==> config.mk <==
export PLATFORM = sky130hd
export DESIGN_NAME = regfile_dumper
export DESIGN_NICKNAME = d
export VERILOG_FILES = /design/src/rtl/regfile_dumper_pkg.sv /design/src/rtl/regfile_dumper.sv
export SDC_FILE = /design/constraint.sdc
export NUM_CORES = 1
export LEC_CHECK = 0
export CAP_MARGIN = 20
export CORE_MARGIN = 2
export CORE_UTILIZATION = 37
export CTS_BUF_LIST = sky130_fd_sc_hd__clkbuf_2
export CTS_CLUSTER_DIAMETER = 60
export DETAILED_ROUTE_END_ITERATION = 12
export GPL_ROUTABILITY_DRIVEN = 0
export HOLD_SLACK_MARGIN = 0.06
export PLACE_DENSITY = 0.79
export SYNTH_ARGS = -nofsm -noshare
export SYNTH_HDL_FRONTEND = slang
export SYNTH_SLANG_ARGS = --single-unit
==> constraint.sdc <==
create_clock -name clk -period 1.3 [get_ports clk]
set_input_delay 0.325 -clock clk [delete_from_list [all_inputs] [get_ports clk]]
set_output_delay 0.325 -clock clk [all_outputs]
set_load 0.01 [all_outputs]
==> src/rtl/regfile_dumper_pkg.sv <==
// Shared debug package: dump FSM states and the default architectural register count.
package regfile_dumper_pkg;

    typedef enum logic [1:0] {
        StIdle,
        StRead,
        StSend,
        StDone
    } dump_state_e;

    localparam int unsigned DefaultNumRegs = 32;

endpackage

==> src/rtl/regfile_dumper.sv <==
// Register file dump engine: walks x0..x(NUM_REGS-1) through the combinational debug read
// port and streams each snapshot on a valid/ready interface.
// Optional feature macro REGFILE_DUMPER_CHECKSUM_EN appends a checksum word (sum of all
// captured words mod 2^DW) with index NUM_REGS.
module regfile_dumper
    import regfile_dumper_pkg::*;
#(
    parameter int unsigned NUM_REGS = DefaultNumRegs,
    parameter int unsigned AW       = 5,
    parameter int unsigned DW       = 32
) (
    input  logic          clk,
    input  logic          rst,
    input  logic          i_start,
    output logic          o_busy,
    output logic [AW-1:0] o_dbg_addr,
    input  logic [DW-1:0] i_dbg_data,
    output logic          o_valid,
    input  logic          i_ready,
    output logic [DW-1:0] o_data,
    output logic [AW:0]   o_idx,
    output logic          o_last,
    output logic          o_done
);

    localparam logic [AW:0] LastRegIdx = (AW+1)'(NUM_REGS - 1);
`ifdef REGFILE_DUMPER_CHECKSUM_EN
    localparam logic [AW:0] FinalIdx = (AW+1)'(NUM_REGS);
`else
    localparam logic [AW:0] FinalIdx = LastRegIdx;
`endif

    dump_state_e   state_q, state_d;
    logic [AW:0]   idx_q, idx_d;
    logic [DW-1:0] data_q, data_d;
    logic [DW-1:0] captured;

`ifdef REGFILE_DUMPER_CHECKSUM_EN
    logic [DW-1:0] acc_q, acc_d;
`endif

    // x0 is hardwired to zero, so ignore whatever the debug port returns for it.
    assign captured = (idx_q == '0) ? '0 : i_dbg_data;

    // Next-state logic for the walk: READ samples, SEND holds the snapshot until accepted.
    always_comb begin
        state_d = state_q;
        idx_d   = idx_q;
        data_d  = data_q;
        unique case (state_q)
            StIdle: begin
                if (i_start) begin
                    state_d = StRead;
                    idx_d   = '0;
                end
            end
            StRead: begin
                data_d  = captured;
                state_d = StSend;
            end
            StSend: begin
                if (i_ready) begin
                    if (idx_q == FinalIdx) begin
                        state_d = StDone;
`ifdef REGFILE_DUMPER_CHECKSUM_EN
                    end else if (idx_q == LastRegIdx) begin
                        // Checksum word needs no register read; go straight back to SEND.
                        idx_d  = FinalIdx;
                        data_d = acc_q;
`endif
                    end else begin
                        idx_d   = idx_q + 1'b1;
                        state_d = StRead;
                    end
                end
            end
            StDone: begin
                state_d = StIdle;
            end
            default: begin
                state_d = StIdle;
            end
        endcase
    end

    // State, index and snapshot registers with synchronous reset.
    always_ff @(posedge clk) begin
        if (rst) begin
            state_q <= StIdle;
            idx_q   <= '0;
            data_q  <= '0;
        end else begin
            state_q <= state_d;
            idx_q   <= idx_d;
            data_q  <= data_d;
        end
    end

`ifdef REGFILE_DUMPER_CHECKSUM_EN
    // Accumulator next-state: cleared on an accepted start, adds each captured word.
    always_comb begin
        acc_d = acc_q;
        if (state_q == StIdle && i_start) begin
            acc_d = '0;
        end else if (state_q == StRead) begin
            acc_d = acc_q + captured;
        end
    end

    // Accumulator register.
    always_ff @(posedge clk) begin
        if (rst) begin
            acc_q <= '0;
        end else begin
            acc_q <= acc_d;
        end
    end
`endif

    // All outputs decode from registered state, so o_valid never depends on i_ready.
    always_comb begin
        o_dbg_addr = idx_q[AW-1:0];
        o_valid    = (state_q == StSend);
        o_data     = data_q;
        o_idx      = idx_q;
        o_last     = (state_q == StSend) && (idx_q == FinalIdx);
        o_done     = (state_q == StDone);
        o_busy     = (state_q != StIdle);
    end

endmodule

After elaboration in Yosys (flattened, before gate mapping):

Index checks and enable logic that the tools add are counted.

* reductions and logical operators: 7
* equality and inequality tests: 7
* multiplexer cells: 9
* add/subtract/negate cells: 1

Operator list (number)
* 32-bit two-way mux: 1
* 6-bit two-way mux: 3
* 6-bit case mux with 2 select lines: 1
* 2-bit case mux with 4 select lines: 1
* 6-bit by 1-bit adder with 6-bit output (second input constant): 1
* 6-bit by 5-bit == test with 1-bit output (second input constant): 1
* 6-bit logical NOT: 1
* 2-bit two-way mux: 3
* 2-bit == test (second input constant): 2
* 2-bit != test (second input constant): 2
* 4-bit AND reduction: 1
* 2-bit nonzero test: 2
* 2-bit by 1-bit == test with 1-bit output (second input constant): 1
* 2-bit logical NOT: 1
* 2-bit by 1-bit != test with 1-bit output (second input constant): 1
* 2-bit AND reduction: 1
* 1-bit logical AND: 1

* output and inout bits: 47
* register bits: 40
* input port bits: 36

Longest topological paths before layout:

Gate-level depths: netlist (run 1).

* word-level depth: 4
* mapped depth: 6
* mapped depth without buffers: 5

Worst setup path before layout (run 1):

OpenSTA, ideal clock, no wires.

* path type: register -> output
* start: register idx_q[0] (netlist: o_idx[0])
* end: output o_last
* buffers on the path: 0
* path slack: -221 ps
* arrival time: 1196 ps
* cell stages (with the launch flop): 5
* cell sequence: dfxtp_1 > ha_1 > and2_1 > and3b_1 > and2_1

* longest elaborated chain between the ends: 2

RTL lines
* start, declared: line regfile_dumper.sv:34 `logic [AW:0] idx_q, idx_d;`
* start signal, assigned: line regfile_dumper.sv:94 `idx_q <= idx_d;`
* 6-bit by 5-bit == test with 1-bit output: line regfile_dumper.sv:126 `o_last = (state_q == StSend) && (idx_q == FinalIdx);`
* 1-bit logical AND: line regfile_dumper.sv:126
* end, declared: line regfile_dumper.sv:22 `output logic o_last,`

Every way passes these cells.

Worst setup path in the final report (run 1):

Ends and elaborated chain as after synthesis.

==> flow_summary_export.csv, run 1 <==
group,metric,value,unit
cts,clkTransAtPathRegs,0.19,ns
floorplan,core,4086,µm²
grt,grt_antenna_before_repair,0,
hold_path,min_from,"o_data[21]",
detailed_routing,routed_wl,5.136,mm
logic_synthesis,synth.most_common_cell,"dfxtp_1",
logic_synthesis,synth_flop_cell,"dfxtp_1",
grt,grt_max_degree,20,
critical_path,r2r-start,"o_idx[0]",
floorplan,ios,83,
sta,hold_viol,0,
layout,num_antenna_cells,0,
hold_path,holdPathStages,2,
critical_path,cp_slowest_cell,"dfxtp_4",
hold_path,holdPathEnd,"o_data[21]",
sta,finClkSkew,0.01210,ns
logic_synthesis,synth_area,1612,µm²
detailed_routing,vias,1758,
layout,area_growth_syn_to_layout,91.77,%
cts,numClockSinks,40,
logic_synthesis,yosysWarnings,0,
cts,ctsHoldBuffers,0,
critical_path,cp_slowest_stage_delay,0.39,ns
logic_synthesis,ys_seq_area_share,49.69,%
outcome,status,"finished with violations",
critical_path,crit_top_cell,"and2_4",
logic_synthesis,synth_area_leaders,"dfxtp_1 50%, a22oi_1 15%, nor2_1 8.2%",
place,placed_area,2605,µm²
detailed_routing,ant_nets,0,
detailed_routing,first_iter_violations,84,
sta,max_freq,553.6,MHz
grt,globalRouteOverflowTotal,0,
grt,grt_use_total,19.31,%
grt,grt_pass1_wl,7.679,mm
sta,fin_crit,1.806,ns
logic_synthesis,synthTopCellsByCount,"40 x dfxtp_1, 35 x nor2_1, 32 x a22oi_1, 9 x clkbuf_1, 6 x nand2_1",
logic_synthesis,syn_nets,211,
sta,rsz0062_at_grt,"yes",
flow_run,cap_violations,0,
sta,worst_pin_slew,0.2950,ns
sta,finalSetupViolCount,53,
floorplan,start_util,39.44,%
detailed_routing,drt_pass1_iterations,4,
cts,htreeDepth,2,
sta,maxSlewViolCount,0,
sta,post-route-period-util,138.9,%
cts,clk_latency,0.39,ns
critical_path,cp-end-kind,"primary output",
place,dp_hpwl,3.081,mm
logic_synthesis,synth_top_cell_by_area,"dfxtp_1",
critical_path,r2r_slack,-0.41,ns
sta,fin_ws,-0.5063,ns
floorplan,num_rows,23,
layout,layout-drive-gt1-share,69.97,%
logic_synthesis,synth_top_area_share,49.69,%
critical_path,crit_fanout,2,
power,leakage,0.001305,µW
cts,cts_root_buf,"clkbuf_2",
place,port_buffers,82,
critical_path,rr_endpoint,"o_idx[0]",
sta,fin_tns_setup,-10.87,ns
detailed_routing,drc_errors,0,
critical_path,critPathLaunchType,"flop",
floorplan,die-width,70.00,µm
floorplan,die_y,70.00,µm
place,post-place-cells,313,
grt,grt_pass1_vias,1620,
place,place_ws,-0.4479,ns
power,powerDensity,682.1,nW/µm²
floorplan,dieArea,4899,µm²
cts,cts_buffers,5,
logic_synthesis,synth-edff-count,0,
critical_path,crit_chain,"ha_4 > and2_4 > and3b_1 > and2_4 > buf_6",
critical_path,path_class,"flop to primary output",
power,ir_worst_vdd,0.5058,mV
layout,final_nets,331,
detailed_routing,wl_per_cell,14.97,µm
cts,tritoncts,"yes",
critical_path,cp.required,0.98,ns
detailed_routing,vias_per_cell,5.125,
logic_synthesis,ys_async_sr_fraction,0,%
outcome,violations,"setup timing",
sta,relSlewSlack,80.19,%
power,total_power,2108,µW
hold_path,min_path_type,"flop to flop",
logic_synthesis,netlist_instances,173,
cts,clockBufferDepth,2,
critical_path,reg2reg_depth,7,
layout,stdcell_area,3090,µm²
logic_synthesis,synth_cell_type_count,35,
logic_synthesis,synth-seq-cells,40,
layout,final_cells,343,
critical_path,crit_arrival,1.48,ns
logic_synthesis,synth_area_per_cell,9.315,µm²
[worst max-delay path, delay by kind of cell, from the launching register on]
family                   cells  cell delay [ns]
buffers and inverters        1             0.11
adder cells (fa/ha/maj)      1             0.16
flip-flops                   1             0.39
AND/OR/NAND/NOR              3             0.43
[state kept, by name (all words and copies together), names as in the netlist]
| name | count |
|---|---|
| o_idx | 6 |
| state_q | 2 |
| o_data | 32 |
[final cells by class]
class,count,area (µm²)
repair buffers,132,1122
multi-input cells,111,1001
fillers,305,996.0
flip-flops and latches,40,858.3
well taps,50,62.56
clock buffers,6,30.03
inverters,3,11.26
clock inverters,1,5.005
[metal layers]
metal | global-route usage, % | wire [µm]
met1 | 23.77 | 2099
met2 | 32.06 | 2641
met3 | 5.772 | 323
met4 | 6.624 | 72
met5 | 0 | 0
[logic make-up (layout without fill, tap and decap cells)]
| logic type | Yosys count | after routing | share of synthesized area, % |
|---|---|---|---|
| and+or+nand+nor | 59 | 59 | 17.16 |
| AOI/OAI and AO/OA | 48 | 48 | 22.05 |
| DFF | 40 | 40 | 49.69 |
| buffers and inverters | 22 | 142 | 8.229 |
| adders and majority gates | 2 | 2 | 1.553 |
| muxes | 2 | 2 | 1.320 |
[cells in the final DEF (no fill, tap or decap), drive strengths merged, types with 2 or more instances in the layout]
cell type,n
ha,2
nor2b,3
a22oi,32
and2,4
o21ai,3
clkbuf,6
buf,97
nand2,6
dfxtp,40
inv,3
nor3,2
clkdlybuf4s50,35
nor2,35
nor4b,2
a21oi,5
[how the worst max path moves through the flow]
stage	startpoint	to	slack [ns]	cells after the start
2_1_floorplan	o_idx[1]	o_last	-0.03	4
3_3_place_gp	o_idx[1]	o_last	-0.44	5
3_5_place_dp	o_idx[1]	o_last	-0.45	5
4_1_cts	o_idx[1]	o_last	-0.52	5
5_1_grt	o_idx[0]	o_last	-0.57	5
6_report	o_idx[0]	o_last	-0.51	5
[metrics by stage]
step	hold WS (ns)	utilization, %
final	0.5136	75.63
after global routing	0.5068	75.63
after CTS	0.5191	68.74
after detailed placement	0.4954	63.75
after global placement	0.4873	63.75
after floorplan	0.4733	-
[power breakdown]
group	total (µW)	switching, µW	internal [µW]
registers	1240	9.89	1230
logic	344	154	190
clock network	522	394	129
[repair_timing]
action / in CTS / in global routing
gates cloned: 0 / 4
gates resized for setup: 267 / 66
pin swaps: 5 / 15
buffers inserted: 13 / 13
setup endpoints to repair: 85 / 57
Power figures use the tool's default switching activity.
==> run 2, diff against run 1 <==
--- a/config.mk
+++ b/config.mk
@@ -12,7 +12,7 @@
 export CTS_CLUSTER_DIAMETER = 60
 export DETAILED_ROUTE_END_ITERATION = 12
 export GPL_ROUTABILITY_DRIVEN = 0
-export HOLD_SLACK_MARGIN = 0.06
+export HOLD_SLACK_MARGIN = 0.08
 export PLACE_DENSITY = 0.79
 export SYNTH_ARGS = -nofsm -noshare
 export SYNTH_HDL_FRONTEND = slang
==> results of run 2 <==
The final DEF is identical to that of run 1; final timing and power are the same.
==> run 3, diff against run 2 <==
--- a/config.mk
+++ b/config.mk
@@ -6,7 +6,7 @@
 export NUM_CORES = 1
 export LEC_CHECK = 0
 export CAP_MARGIN = 20
-export CORE_MARGIN = 2
+export CORE_MARGIN = 5
 export CORE_UTILIZATION = 37
 export CTS_BUF_LIST = sky130_fd_sc_hd__clkbuf_2
 export CTS_CLUSTER_DIAMETER = 60
==> run 3 against run 2 <==
Net effect:
- the flow still finishes with violations (setup timing)
- worst hold slack got worse by 0.0018 ns
- final area increased by 5.2%
- critical endpoint unchanged
- sequential power about the same
- sequential cell count unchanged
- cell count increased by 1.2%
- non-clock buffer count increased by 1
- critical path depth unchanged
==> flow_summary_export.csv, run 3 (same netlist as run 1, synthesis figures left out) <==
group,metric,value,unit
hold_path,min_from,"o_data[8]",
detailed_routing,drt_pass1_iterations,4,
cts,cts_root_buf,"clkbuf_2",
sta,finalSetupViolCount,54,
critical_path,startpoint,"o_idx[0]",
detailed_routing,ant_nets,0,
layout,layout_commonest_cell,"buf_6",
cts,ctsHoldBuffers,0,
power,leakage,0.001331,µW
sta,relSlewSlack,78.08,%
sta,fin_crit,1.843,ns
layout,final_nets,332,
grt,grt_use_total,17.78,%
layout,layout-drive-gt1-share,70.51,%
cts,numClockSinks,40,
place,port_buffers,82,
floorplan,core,4294,µm²
cts,htreeDepth,2,
layout,final_cells,347,
place,dp_hpwl,3.196,mm
sta,finClkSkew,0.04029,ns
detailed_routing,drc_errors,0,
critical_path,reg2reg_depth,8,
power,p_comb_share,17.2,%
cts,clkTransAtPathRegs,0.23,ns
detailed_routing,wl_per_cell,15.90,µm
grt,globalRouteOverflowTotal,0,
layout,largest_reg_flops,32,
place,placed_area,2620,µm²
outcome,status,"finished with violations",
critical_path,crit_arrival,1.52,ns
detailed_routing,first_iter_violations,115,
detailed_routing,vias,1744,
power,p_switching,585.1,µW
sta,post-route-period-util,141.8,%
hold_path,holdPathStages,2,
grt,grt_antenna_before_repair,0,
floorplan,die-width,76.00,µm
sta,max_freq,542.5,MHz
power,ir_worst_vdd,0.6294,mV
critical_path,critPathLaunchType,"flop",
grt,grt_max_degree,21,
cts,tritoncts,"yes",
place,post-place-cells,315,
power,p_seq_share,57.3,%
floorplan,start_util,37.53,%
power,swShare,27.02,%
detailed_routing,vias_per_cell,5.026,
layout,mostFrequentLayoutCells,"42 x buf_6, 38 x dfxtp_2, 35 x clkdlybuf4s50_1",
cts,clockBufferDepth,2,
critical_path,r2r-start,"o_idx[5]",
layout,area_growth_syn_to_layout,101.8,%
power,clock_power_share,25.4,%
grt,grt_pass1_vias,1809,
power,powerDensity,665.8,nW/µm²
floorplan,dieArea,5775,µm²
hold_path,min_path_type,"flop to flop",
outcome,violations,"setup timing",
sta,rsz0062_at_grt,"yes",
power,power.internal,1580,µW
sta,worst_pin_slew,0.3287,ns
sta,maxSlewViolCount,0,
detailed_routing,routed_wl,5.517,mm
layout,stdcell_area,3252,µm²
sta,hold_viol,0,
floorplan,ios,83,
flow_run,cap_violations,0,
cts,cts_buffers,5,
layout,num_antenna_cells,0,
layout,post-route-util,75.73,%
grt,grt_pass1_wl,8.659,mm
sta,fin_ws,-0.5432,ns
critical_path,path_class,"flop to primary output",
cts,clk_latency,0.40,ns
floorplan,die_y,76.00,µm
critical_path,crit_fanout,2,
critical_path,cp.required,0.98,ns
critical_path,cp-end-kind,"primary output",
floorplan,num_rows,24,
-- run 3: worst paths after layout --
| kind | to | slack (ns) |
|---|---|---|
| min reg2reg | o_data[8] | 0.51 |
| max reg2reg | o_data[14] | -0.24 |
| min | o_data[8] | 0.51 |
| max | o_last | -0.54 |
-- run 3: area by class of cell --
class,instances,area [µm²]
inverters,3,11.26
fillers,309,1042
repair buffers,133,1261
clock inverters,2,12.51
clock buffers,6,30.03
multi-input cells,111,1016
well taps,52,65.06
flip-flops and latches,40,855.8
-- run 3: worst max-delay path: stages (launching register included) --
cell     delay (ns)
dfxtp_4        0.40
ha_4           0.16
and2_4         0.13
and3b_1        0.18
and2_4         0.14
buf_6          0.11
-- run 3: through the flow --
stage | power (µW) | hold WS (ns) | setup TNS, ns | worst slack (ns)
floorplan | 1360 | 0.4733 | -0.9384 | -0.03319
global placement | 1541 | 0.4863 | -9.776 | -0.4259
detailed placement | 1543 | 0.4949 | -8.590 | -0.4462
CTS | 2147 | 0.4934 | -14.36 | -0.5468
global route | 2274 | 0.4675 | -12.01 | -0.6437
finish | 2165 | 0.5119 | -8.878 | -0.5432
-- run 3: power groups by stage --
stage	Sequential (µW)	Clock, µW	Combinational [µW]
6_report	1240	551	373
4_1_cts	1240	568	338
5_1_grt	1240	633	398
3_5_place_dp	1260	0	279
3_3_place_gp	1260	0	277
2_1_floorplan	1270	0	93.1
-- run 3: timing repair --
action | 4_1_cts | 5_1_grt
endpoints found under the setup margin | 86 | 70
buffers inserted | 20 | 15
gates resized for setup | 296 | 52
gates cloned | 2 | 1
pin swaps | 16 | 19
-- run 3: layer usage --
| layer | part of all wire [%] | track usage [%] | vias up |
|---|---|---|---|
| met3 | 5.4 | 4.965 | 10 |
| li1 | - | - | 850 |
| met1 | 43 | 22.68 | 831 |
| met4 | 1.5 | 4.982 | 0 |
| met5 | 0 | 0 | - |
| met2 | 50 | 29.20 | 53 |
